File: config.mk
export PLATFORM = sky130hd
export DESIGN_NAME = imm_gen_q
export DESIGN_NICKNAME = d
export VERILOG_FILES = /design/src/rtl/imm_gen_q.sv
export SDC_FILE = /design/constraint.sdc
export NUM_CORES = 1
export LEC_CHECK = 0
export ABC_CLOCK_PERIOD_IN_PS = 9400
export CORE_ASPECT_RATIO = 2
export CORE_UTILIZATION = 54
export CTS_CLUSTER_SIZE = 28
export DETAILED_ROUTE_END_ITERATION = 10
export PLACE_DENSITY_LB_ADDON = 0.12
export SYNTH_ARGS = -nofsm -noshare
export SYNTH_HDL_FRONTEND = slang
export SYNTH_SLANG_ARGS = --single-unit
File: constraint.sdc
create_clock -name clk -period 9.4 [get_ports clk]
set_input_delay 2.82 -clock clk [delete_from_list [all_inputs] [get_ports clk]]
set_output_delay 2.82 -clock clk [all_outputs]
set_load 0.02 [all_outputs]
File: src/rtl/imm_gen_q.sv
// imm_gen_q: registered RV32I/RV64I immediate generator with a DEPTH-entry output FIFO.
// Decodes every immediate format (I, SHAMT, S, B, U, J) of an incoming instruction,
// sign-extends it to XLEN and queues it with a format code and an illegal flag.
//
// Ports:
//   clk, rst           rising-edge clock, synchronous active-high reset
//   flush              synchronous clear of all buffered entries (drops same-cycle push/pop)
//   in_valid/in_ready  instruction handshake; inst is the 32-bit instruction word
//   out_valid/out_ready head handshake
//   out_imm            decoded immediate at the head (0 when empty)
//   out_fmt            0 NONE, 1 I, 2 S, 3 B, 4 U, 5 J, 6 SHAMT (0 when empty)
//   out_illegal        head opcode carries no immediate (0 when empty)
//   count              current occupancy
module imm_gen_q #(
  parameter int unsigned XLEN  = 32,
  parameter int unsigned DEPTH = 2,
  parameter int unsigned CW    = $clog2(DEPTH + 1)
) (
  input  logic            clk,
  input  logic            rst,
  input  logic            flush,
  input  logic            in_valid,
  output logic            in_ready,
  input  logic [31:0]     inst,
  output logic            out_valid,
  input  logic            out_ready,
  output logic [XLEN-1:0] out_imm,
  output logic [2:0]      out_fmt,
  output logic            out_illegal,
  output logic [CW-1:0]   count
);

  localparam int unsigned PW = $clog2(DEPTH);

  localparam logic [2:0] FMT_NONE  = 3'd0;
  localparam logic [2:0] FMT_I     = 3'd1;
  localparam logic [2:0] FMT_S     = 3'd2;
  localparam logic [2:0] FMT_B     = 3'd3;
  localparam logic [2:0] FMT_U     = 3'd4;
  localparam logic [2:0] FMT_J     = 3'd5;
  localparam logic [2:0] FMT_SHAMT = 3'd6;

  localparam logic [6:0] OP_LOAD   = 7'b0000011;
  localparam logic [6:0] OP_JALR   = 7'b1100111;
  localparam logic [6:0] OP_IMM    = 7'b0010011;
  localparam logic [6:0] OP_STORE  = 7'b0100011;
  localparam logic [6:0] OP_BRANCH = 7'b1100011;
  localparam logic [6:0] OP_LUI    = 7'b0110111;
  localparam logic [6:0] OP_AUIPC  = 7'b0010111;
  localparam logic [6:0] OP_JAL    = 7'b1101111;

  typedef struct packed {
    logic [XLEN-1:0] imm;
    logic [2:0]      fmt;
    logic            illegal;
  } entry_t;

  entry_t          mem [DEPTH];
  entry_t          dec_c;
  entry_t          head_c;
  logic [PW-1:0]   wptr;
  logic [PW-1:0]   rptr;
  logic [CW-1:0]   cnt;
  logic            push_c;
  logic            pop_c;

  // Immediate decode; signed casts replicate inst[31] up to XLEN-1.
  always_comb begin
    dec_c = '0;
    unique case (inst[6:0])
      OP_LOAD, OP_JALR: begin
        dec_c.imm = XLEN'($signed(inst[31:20]));
        dec_c.fmt = FMT_I;
      end
      OP_IMM: begin
        if (inst[13:12] == 2'b01) begin
          // funct3 001/101 are shifts: shamt is 5 bits on RV32, 6 bits on RV64
          dec_c.fmt = FMT_SHAMT;
          if (XLEN == 64) dec_c.imm = XLEN'(inst[25:20]);
          else            dec_c.imm = XLEN'(inst[24:20]);
        end else begin
          dec_c.imm = XLEN'($signed(inst[31:20]));
          dec_c.fmt = FMT_I;
        end
      end
      OP_STORE: begin
        dec_c.imm = XLEN'($signed({inst[31:25], inst[11:7]}));
        dec_c.fmt = FMT_S;
      end
      OP_BRANCH: begin
        dec_c.imm = XLEN'($signed({inst[31], inst[7], inst[30:25], inst[11:8], 1'b0}));
        dec_c.fmt = FMT_B;
      end
      OP_LUI, OP_AUIPC: begin
        dec_c.imm = XLEN'($signed({inst[31:12], 12'b0}));
        dec_c.fmt = FMT_U;
      end
      OP_JAL: begin
        dec_c.imm = XLEN'($signed({inst[31], inst[19:12], inst[20], inst[30:21], 1'b0}));
        dec_c.fmt = FMT_J;
      end
      default: begin
        dec_c.fmt     = FMT_NONE;
        dec_c.illegal = 1'b1;
      end
    endcase
  end

  // Handshake qualification; flush drops both sides of the transfer.
  assign in_ready  = (cnt != CW'(DEPTH)) && !rst;
  assign out_valid = (cnt != '0);
  assign push_c    = in_valid && in_ready && !flush;
  assign pop_c     = out_valid && out_ready && !flush;

  // Pointer and occupancy state.
  always_ff @(posedge clk) begin
    if (rst || flush) begin
      wptr <= '0;
      rptr <= '0;
      cnt  <= '0;
    end else begin
      if (push_c) wptr <= wptr + PW'(1);
      if (pop_c)  rptr <= rptr + PW'(1);
      if (push_c && !pop_c)      cnt <= cnt + CW'(1);
      else if (pop_c && !push_c) cnt <= cnt - CW'(1);
    end
  end

  // Entry storage; contents need no reset since occupancy gates the head.
  always_ff @(posedge clk) begin
    if (push_c) mem[wptr] <= dec_c;
  end

  // Head is forced to zero when empty.
  assign head_c      = out_valid ? mem[rptr] : '0;
  assign out_imm     = head_c.imm;
  assign out_fmt     = head_c.fmt;
  assign out_illegal = head_c.illegal;
  assign count       = cnt;

endmodule

=== Word level (Yosys, flattened, before mapping) ===
Memories as Yosys holds them, arrays and structs flattened. A register that Yosys moved wholly into a read port is not among the register bits.
Index checks and enable logic that the tools add are counted.

* Add/subtract/negate cells: 4
* $mul: 0
* Divide/modulo/power cells: 0
* $lt $le $gt $ge: 0
* Equal/unequal tests: 10
* Shifts and indexed selects: 0
* Muxes and demuxes: 11
* Bitwise operators: 0
* Reductions and logical operators: 17

{| class="wikitable"
|+ Operators with widths
! cell !! count
|-
| case mux 32 bit (6 select lines) || 1
|-
| two-way mux 36 bit || 1
|-
| two-way mux 35 bit || 1
|-
| equality test 7 bit (second input constant) || 3
|-
| case mux 3 bit (6 select lines) || 1
|-
| equality test 7 x 5 -> 1 bit (second input constant) || 2
|-
| equality test 7 x 6 -> 1 bit (second input constant) || 2
|-
| OR reduction 8 bit || 1
|-
| equality test 7 x 2 -> 1 bit (second input constant) || 1
|-
| logical AND 1 bit || 7
|-
| two-way mux 1 bit || 5
|-
| zero test 1 bit || 4
|-
| two-way mux 2 bit || 2
|-
| nonzero test 2 bit || 2
|-
| OR reduction 2 bit || 2
|-
| adder 1 bit (second input constant) || 2
|-
| adder 2 x 1 -> 2 bit (second input constant) || 1
|-
| equality test 2 x 1 -> 1 bit (second input constant) || 1
|-
| inequality test 2 bit (second input constant) || 1
|-
| subtractor 2 x 1 -> 2 bit (second input constant) || 1
|-
| logical OR 1 bit || 1
|}

* Register bits after elaboration: 4
* Bits in latches: 0
* Bits in writable memories: 72
* Bits in read-only memories: 0
* Output and inout port bits: 40
* Word-level logic and storage cells: 46
* Memories kept: 1

{| class="wikitable"
|+ Memories
! memory !! words !! width !! rd ports !! clocked after memory_dff !! wr ports !! line !! source
|-
| mem || 2 || 36 || 1 || 1 || 1 || 58 || <nowiki>entry_t mem [DEPTH];</nowiki>
|}

=== Longest topological paths before layout ===
Gate-level depths: netlist (run 1).

* Word-level depth: 8
* Gate-level depth with buffers: 9
* Mapped depth without buffers: 9

=== Worst setup path after synthesis (run 1) ===
OpenSTA, ideal clock, no wires.

* Path kind: input to output
* Start point: in rst
* End point: out in_ready
* Arrival time: 3.124 ns
* Data required time: 6.580 ns
* Slack: 3.456 ns
* Stages: 1
* Buffers on the path: 0
* Path through: nor2b_1

* Word-level cells in the longest chain between the ends: 2

{| class="wikitable"
|+ Ends and longest elaborated chain
! what !! line !! source
|-
| from (decl) || 20 || <nowiki>input logic rst,</nowiki>
|-
| zero test 1 bit || 110 || <nowiki>assign in_ready = (cnt != CW'(DEPTH)) && !rst;</nowiki>
|-
| logical AND 1 bit || 110 ||
|-
| to (decl) || 23 || <nowiki>output logic in_ready,</nowiki>
|}

Every way passes these cells.

=== Final worst setup path (run 1) ===
Ends and elaborated chain as after synthesis.

==> results of run 1 <==
==> synthesized netlist by cell type, types with 2 or more instances <==
cell type | count | area [um^2]
a21o_1 | 19 | 143
a22o_1 | 4 | 35.0
a31oi_1 | 3 | 18.8
and2_1 | 2 | 12.5
buf_2 | 4 | 20.0
buf_6 | 2 | 22.5
clkbuf_1 | 5 | 18.8
dfxtp_1 | 5 | 100
edfxtp_1 | 72 | 2160
inv_1 | 3 | 11.3
inv_2 | 2 | 7.51
mux2i_1 | 36 | 360
nand2_1 | 5 | 18.8
nand2b_1 | 3 | 18.8
nand3_1 | 2 | 10.0
nor2_1 | 44 | 165
nor2b_1 | 9 | 56.3
nor3_1 | 6 | 30.0
o21ai_0 | 2 | 10.0
o22ai_1 | 2 | 12.5
or2_2 | 2 | 12.5
xnor2_1 | 2 | 17.5
xor2_1 | 4 | 35.0
==> cells by family after synthesis <==
kind of cell / after synthesis
AOI/OAI and AO/OA: 41
xor gates and xnor gates: 6
adders and majority gates: 1
buffers and inverters: 17
DFF: 77
muxes: 36
and+or+nand+nor: 80
==> worst max-delay path by stage <==
stage,from,end,cells past startpoint
2_1_floorplan,rst,in_ready,1
3_3_place_gp,rst,in_ready,3
3_5_place_dp,rst,in_ready,3
4_1_cts,rst,in_ready,3
5_1_grt,rst,in_ready,3
6_report,rst,in_ready,3
==> per-stage QoR <==
step | utilization [%] | instances | hold WS (ns) | setup WS [ns] | power [uW]
final | 73.3 | 425 | 0.609 | 2.48 | 782
after detailed placement | 68.8 | 410 | 0.598 | 2.49 | 465
after CTS | 73.3 | 425 | 0.610 | 2.48 | 788
after global placement | 68.8 | 410 | 0.549 | 2.51 | 463
after floorplan | - | 258 | 0.520 | 3.46 | 425
after global routing | 73.3 | 425 | 0.621 | 2.43 | 805
==> layer usage <==
metal,vias up,share of wire (%),global-route usage (%)
li1,1109,-,-
met1,1109,36,21.7
met2,73,57,40.1
met3,15,3.3,4.80
met4,0,3.4,13.8
met5,-,0,0
==> placed cells by master (no fill, tap or decap), types with 2 or more instances in the layout <==
master           synthesis  routed
a21o_1                  19      19
a22o_1                   4       4
a31oi_1                  3       3
buf_4                    1       2
clkbuf_16                0       9
clkdlybuf4s50_1          0      76
clkinv_2                 0       3
dfxtp_1                  5       4
edfxtp_1                72      72
inv_1                    3       3
inv_2                    2       2
mux2i_1                 36      36
nand2_1                  5       5
nand2b_1                 3       3
nand3_1                  2       2
nor2_1                  44      43
nor2b_1                  9       8
nor3_1                   6       6
o21ai_0                  2       2
o22ai_1                  2       2
or2_2                    2       2
xnor2_1                  2       2
xor2_1                   4       4
==> critical path: stages <==
cell             delay, ns
clkdlybuf4s50_1       0.52
nor2b_1               0.15
clkdlybuf4s50_1       0.61
==> layout make-up <==
type                       instances  area [um^2]  share of cell area (%)
sequential                        77         2260                    49.3
clock buffer                      10          229                    4.99
timing repair buffer              78          776                    16.9
multi-input combinational        164         1140                    24.9
tap                               86          108                    2.34
inverter                           5         18.8                   0.409
clock inverter                     5         52.6                    1.15
==> power breakdown <==
group          switching, uW  internal (uW)  total (uW)
Sequential              2.38            380         382
Clock                    122            202         324
Combinational           38.4           37.3        75.8
Total                    163            620         782
==> state kept, by name (all words and copies together), names as in the netlist, named ones only <==
register and flops:
mem 72, rptr 1, count 2, wptr 1
==> metrics, run 1 <==
wirelength, routed 7090 um; CTS Root Cell clkbuf_16; Unique masters post-synth 43; Synth-to-Final Area Change 31.8%; IO Port Bufs 76; ANT nets after route 0; num rows a little over 40; Reg-to-Reg End mem[0][0]; Max Slew Vio Count 0; Die Span X 58.8 um; hold path depth 2; Power Density between 150 and 200 nW/um^2; Worst-Skew Late Latency 0.33 ns; Starting DRT DRC Count 89; relative slew slack 29.1%; die area 6790 um^2; routability cong. 0.820; R2R Path Start count[0]; Cells after Synth 258; type of the worst setup path in -> out; syn_nets 296; Post-DP Area 4310 um^2; vias in the first global route 2299; Final Hold Vio Count 0; Least-Margin Pin Slew 1.06 ns; Post-Synth XOR/XNOR Area 1.51%; Worst setup SP type input port; largest family of logic cells by synthesized area simple AND/OR/NAND/NOR gates; routed len/inst 16.7 um; routed vias/inst 5.43; Tmin final 6.92 ns; Reg2Reg Setup Slack 7.24 ns; Max Clock Freq about 0.14 GHz; # IOs between 70 and 80; Synth Area in Compound Gates 9.27%; CTS Buf Count 9; DRC 0; Post-synth EDFFs a little over 70; mux share of post-synthesis cell area 10.4%; total negative slack 0 ns; HP Start wptr; Data arrival, critical path ~4.1 ns; Final Setup Violations 0; Total Routing Usage GR between 20% and 30%; Layout fillers ~470; synth warn 0; Final Net Count between 300 and 400; RSZ-0062 raised after global routing no; post-synthesis async set-or-reset flop share 0%; CTS sink cnt 77; Top FF cell, synth edfxtp_1; design area between 4000 and 5000 um^2; hold buffers post-CTS 0; Static Leak between 0.0015 and 0.002 uW; WP data required 6.58 ns; Post-Syn Area 3480 um^2; clock skew 0.00628 ns; H-tree Lvls 3; synthesized area per cell about 13 um^2; sequential area share after synthesis 65.0%; Synth Area in Adders 0.359%; Post-Synth Simple-Gate Area between 10% and 20%; drt pass-1 iters 5; CP Max Fanout 7; post-CTS setup buffer count 0; Reg clk slew, reported paths 0.05 ns; post_cts resized 0; FF+latch count, synth 77; Initial Util 55.6%; share of layout cells above drive strength 1 8.85%; Hold Path End wptr; Congestion Overflow GR 0; status completed; initial antenna violation count 0; largest net degree at the start of global routing 37; Final HPWL DP 4770 um; CTS tree yes; Hold WC Path Type reg -> reg; Core Region roughly 6300 um^2; Via Count ~2300; CP endpoint kind output pin; post-route clock period utilization 73.6%; global-route wire length before repair roughly 11000 um; max_cap viols 0; n_diodes 0; Die Y 116 um; CTS Buffer Depth 2; Reg2Reg Depth 3; Max VDD drop roughly 0.15 mV
Power figures use the tool's default switching activity.
==> run 2, diff against run 1 <==
--- a/config.mk
+++ b/config.mk
@@ -5,9 +5,9 @@
 export SDC_FILE = /design/constraint.sdc
 export NUM_CORES = 1
 export LEC_CHECK = 0
-export ABC_CLOCK_PERIOD_IN_PS = 9400
+export ABC_CLOCK_PERIOD_IN_PS = 6700
 export CORE_ASPECT_RATIO = 2
-export CORE_UTILIZATION = 54
+export CORE_UTILIZATION = 50
 export CTS_CLUSTER_SIZE = 28
 export DETAILED_ROUTE_END_ITERATION = 10
 export PLACE_DENSITY_LB_ADDON = 0.12
==> constraint.sdc (replaced) <==
create_clock -name clk -period 6.7 [get_ports clk]
set_input_delay 2.01 -clock clk [delete_from_list [all_inputs] [get_ports clk]]
set_output_delay 2.01 -clock clk [all_outputs]
set_load 0.02 [all_outputs]
==> run 2 against run 1 <==
Against the previous run: power increased by 41%; routed wire length is 3.1% higher; register-to-register slack lost 2.7 ns; clock skew down 0.0012 ns; global-route usage grew 0.96 points; non-clock buffer count unchanged; worst hold slack lost 0.016 ns; critical path depth is the same; final cell count rose by 0.71%; flip-flop and latch count did not move; via count is 0.22% higher; clock power grew 41%; highest routed layer unchanged.
==> metrics, run 2 (same netlist as run 1, synthesis figures left out) <==
n_diodes 0 (unchanged); CP max stage delay 0.60 ns (about the same); Final Hold Vio Count 0 (unchanged); DRC 0 (unchanged); wirelength, routed 7310 um (+3.1%); CTS Buf Count 9 (unchanged); type of the worst setup path in -> out; CTS Root Cell clkbuf_16; design area 4590 um^2 (about the same); Reg clk slew, reported paths 0.05 ns (about the same); Hold WS 0.593 ns (-0.0165 ns); Tmin final 5.30 ns; CTS tree yes; Core Region 6670 um^2 (+6.6%); Via Count 2311 (+0.22%); leading cell types in the layout, fill and taps excluded 76 x clkdlybuf4s50_1, 72 x edfxtp_1, 43 x nor2_1; Worst-Skew Late Latency 0.33 ns (about the same); Crit path top cell by count clkdlybuf4s50_1; Final HPWL DP 4890 um (+2.5%); WP data required 4.69 ns (-1.89 ns); post-CTS setup buffer count 0 (unchanged); clock skew 0.00503 ns (-0.00125 ns); # IOs 77 (unchanged); fin util 68.8% (-4.5 points); RSZ-0062 raised after global routing no; CP Max Fanout 7 (unchanged); met1 GRT Util 24.0% (+2.3 points); max reg flops 72 (unchanged); Layout fillers 527 (+13%); max_cap viols 0 (unchanged); Congestion Overflow GR 0 (unchanged); Slowest-stage cell, CP clkdlybuf4s50_1; routed len/inst 17.1 um (+2.4%); Total Routing Usage GR 23.0% (+0.96 points); Static Leak 0.00156 uW (-0.20%); Layout Cells excl Fill 428 (+0.71%); Max VDD drop 0.216 mV (+46%); Final Setup Violations 0 (unchanged); Die Span X 61 um (+3.8%); hold buffers post-CTS 0 (unchanged); Most Crowded Layer GR met2; Post-DP Area 4310 um^2 (about the same); post_cts resized 0 (unchanged); Data arrival, critical path 3.29 ns (-0.81 ns); H-tree Lvls 3 (unchanged); Die Y 120 um (+3.9%); Initial Util 52.2% (-3.5 points); placed insts 412 (+0.49%); GR Layer Usage met3 5.39% (+0.59 points); CTS sink cnt 77 (unchanged); relative slew slack 28.6% (-0.47 points); Least-Margin Pin Slew 1.07 ns (+0.00705 ns); global-route wire length before repair 11700 um (+11%); CP endpoint kind output pin; routability cong. 0.831 (+1.4%); vias in the first global route 2478 (+7.8%); Max Slew Vio Count 0 (unchanged); Max Clock Freq between 0.15 and 0.2 GHz; die area 7320 um^2 (+7.8%); drt pass-1 iters 4 (-1); total negative slack 0 ns (unchanged); most common cell after layout, fill and taps aside clkdlybuf4s50_1; post-route clock period utilization between 70% and 80%; num rows 42 (+2.4%); Most flops, register mem; GR Util met2 40.5% (+0.38 points); CTS Buffer Depth 2 (unchanged); status completed; Final Net Count 373 (unchanged); critical-path cell list clkdlybuf4s50_1 > nor2b_1 > clkdlybuf4s50_1; routed vias/inst 5.40 (-0.49%); ANT nets after route 0 (unchanged); share of layout cells above drive strength 1 8.24% (-0.61 points); IO Port Bufs 76 (unchanged); Starting DRT DRC Count 100 (+12%); largest net degree at the start of global routing 37 (unchanged); Hold WC Path Type reg -> reg; Synth-to-Final Area Change 32.0% (about the same); Worst setup SP type input port; Power Density 240 nW/um^2 (+41%); initial antenna violation count 0 (unchanged)
[run 2: critical path: cells and delay by family]
family / cells / cell delay, ns
simple gates: 1 / 0.15
buf+inv: 2 / 1.13
[run 2: per-stage QoR]
step,setup slack (ns),total power (uW)
2_1_floorplan,2.31,596
3_5_place_dp,1.39,653
3_3_place_gp,1.42,651
4_1_cts,1.40,1110
6_report,1.40,1100
5_1_grt,1.35,1140
[run 2: path summary, 6_finish.rpt]
path	end	startpoint	depth (start not counted)	slack, ns
worst min register to register	rptr	rptr	2	0.59
worst max register to register	mem[0][18]	count[0]	3	4.56
worst min-delay path	rptr	rptr	2	0.59
worst max-delay path	in_ready	rst	3	1.40
[run 2: per-layer routing]
layer,up-vias,part of all wire [%]
met5,-,0
met4,0,2.2
met3,12,4.1
met2,78,57
met1,1109,37
li1,1112,-
[run 2: layout make-up]
| class | instances | area [um^2] | area share [%] |
|---|---|---|---|
| repair buffers | 78 | 776 | 16.9 |
| clock inverters | 6 | 53.8 | 1.17 |
| well taps | 88 | 110 | 2.40 |
| clock buffers | 10 | 229 | 4.99 |
| flip-flops and latches | 77 | 2260 | 49.3 |
| multi-input cells | 164 | 1140 | 24.9 |
| inverters | 5 | 18.8 | 0.409 |
[run 2: power by group]
group | leakage, uW | internal [uW] | switching (uW) | total, uW
sequential | 0.000611 | 533 | 3.18 | 536
combinational | 0.000819 | 52.4 | 54.0 | 106
clock | 0.000135 | 283 | 174 | 458
total | 0.00156 | 869 | 232 | 1100
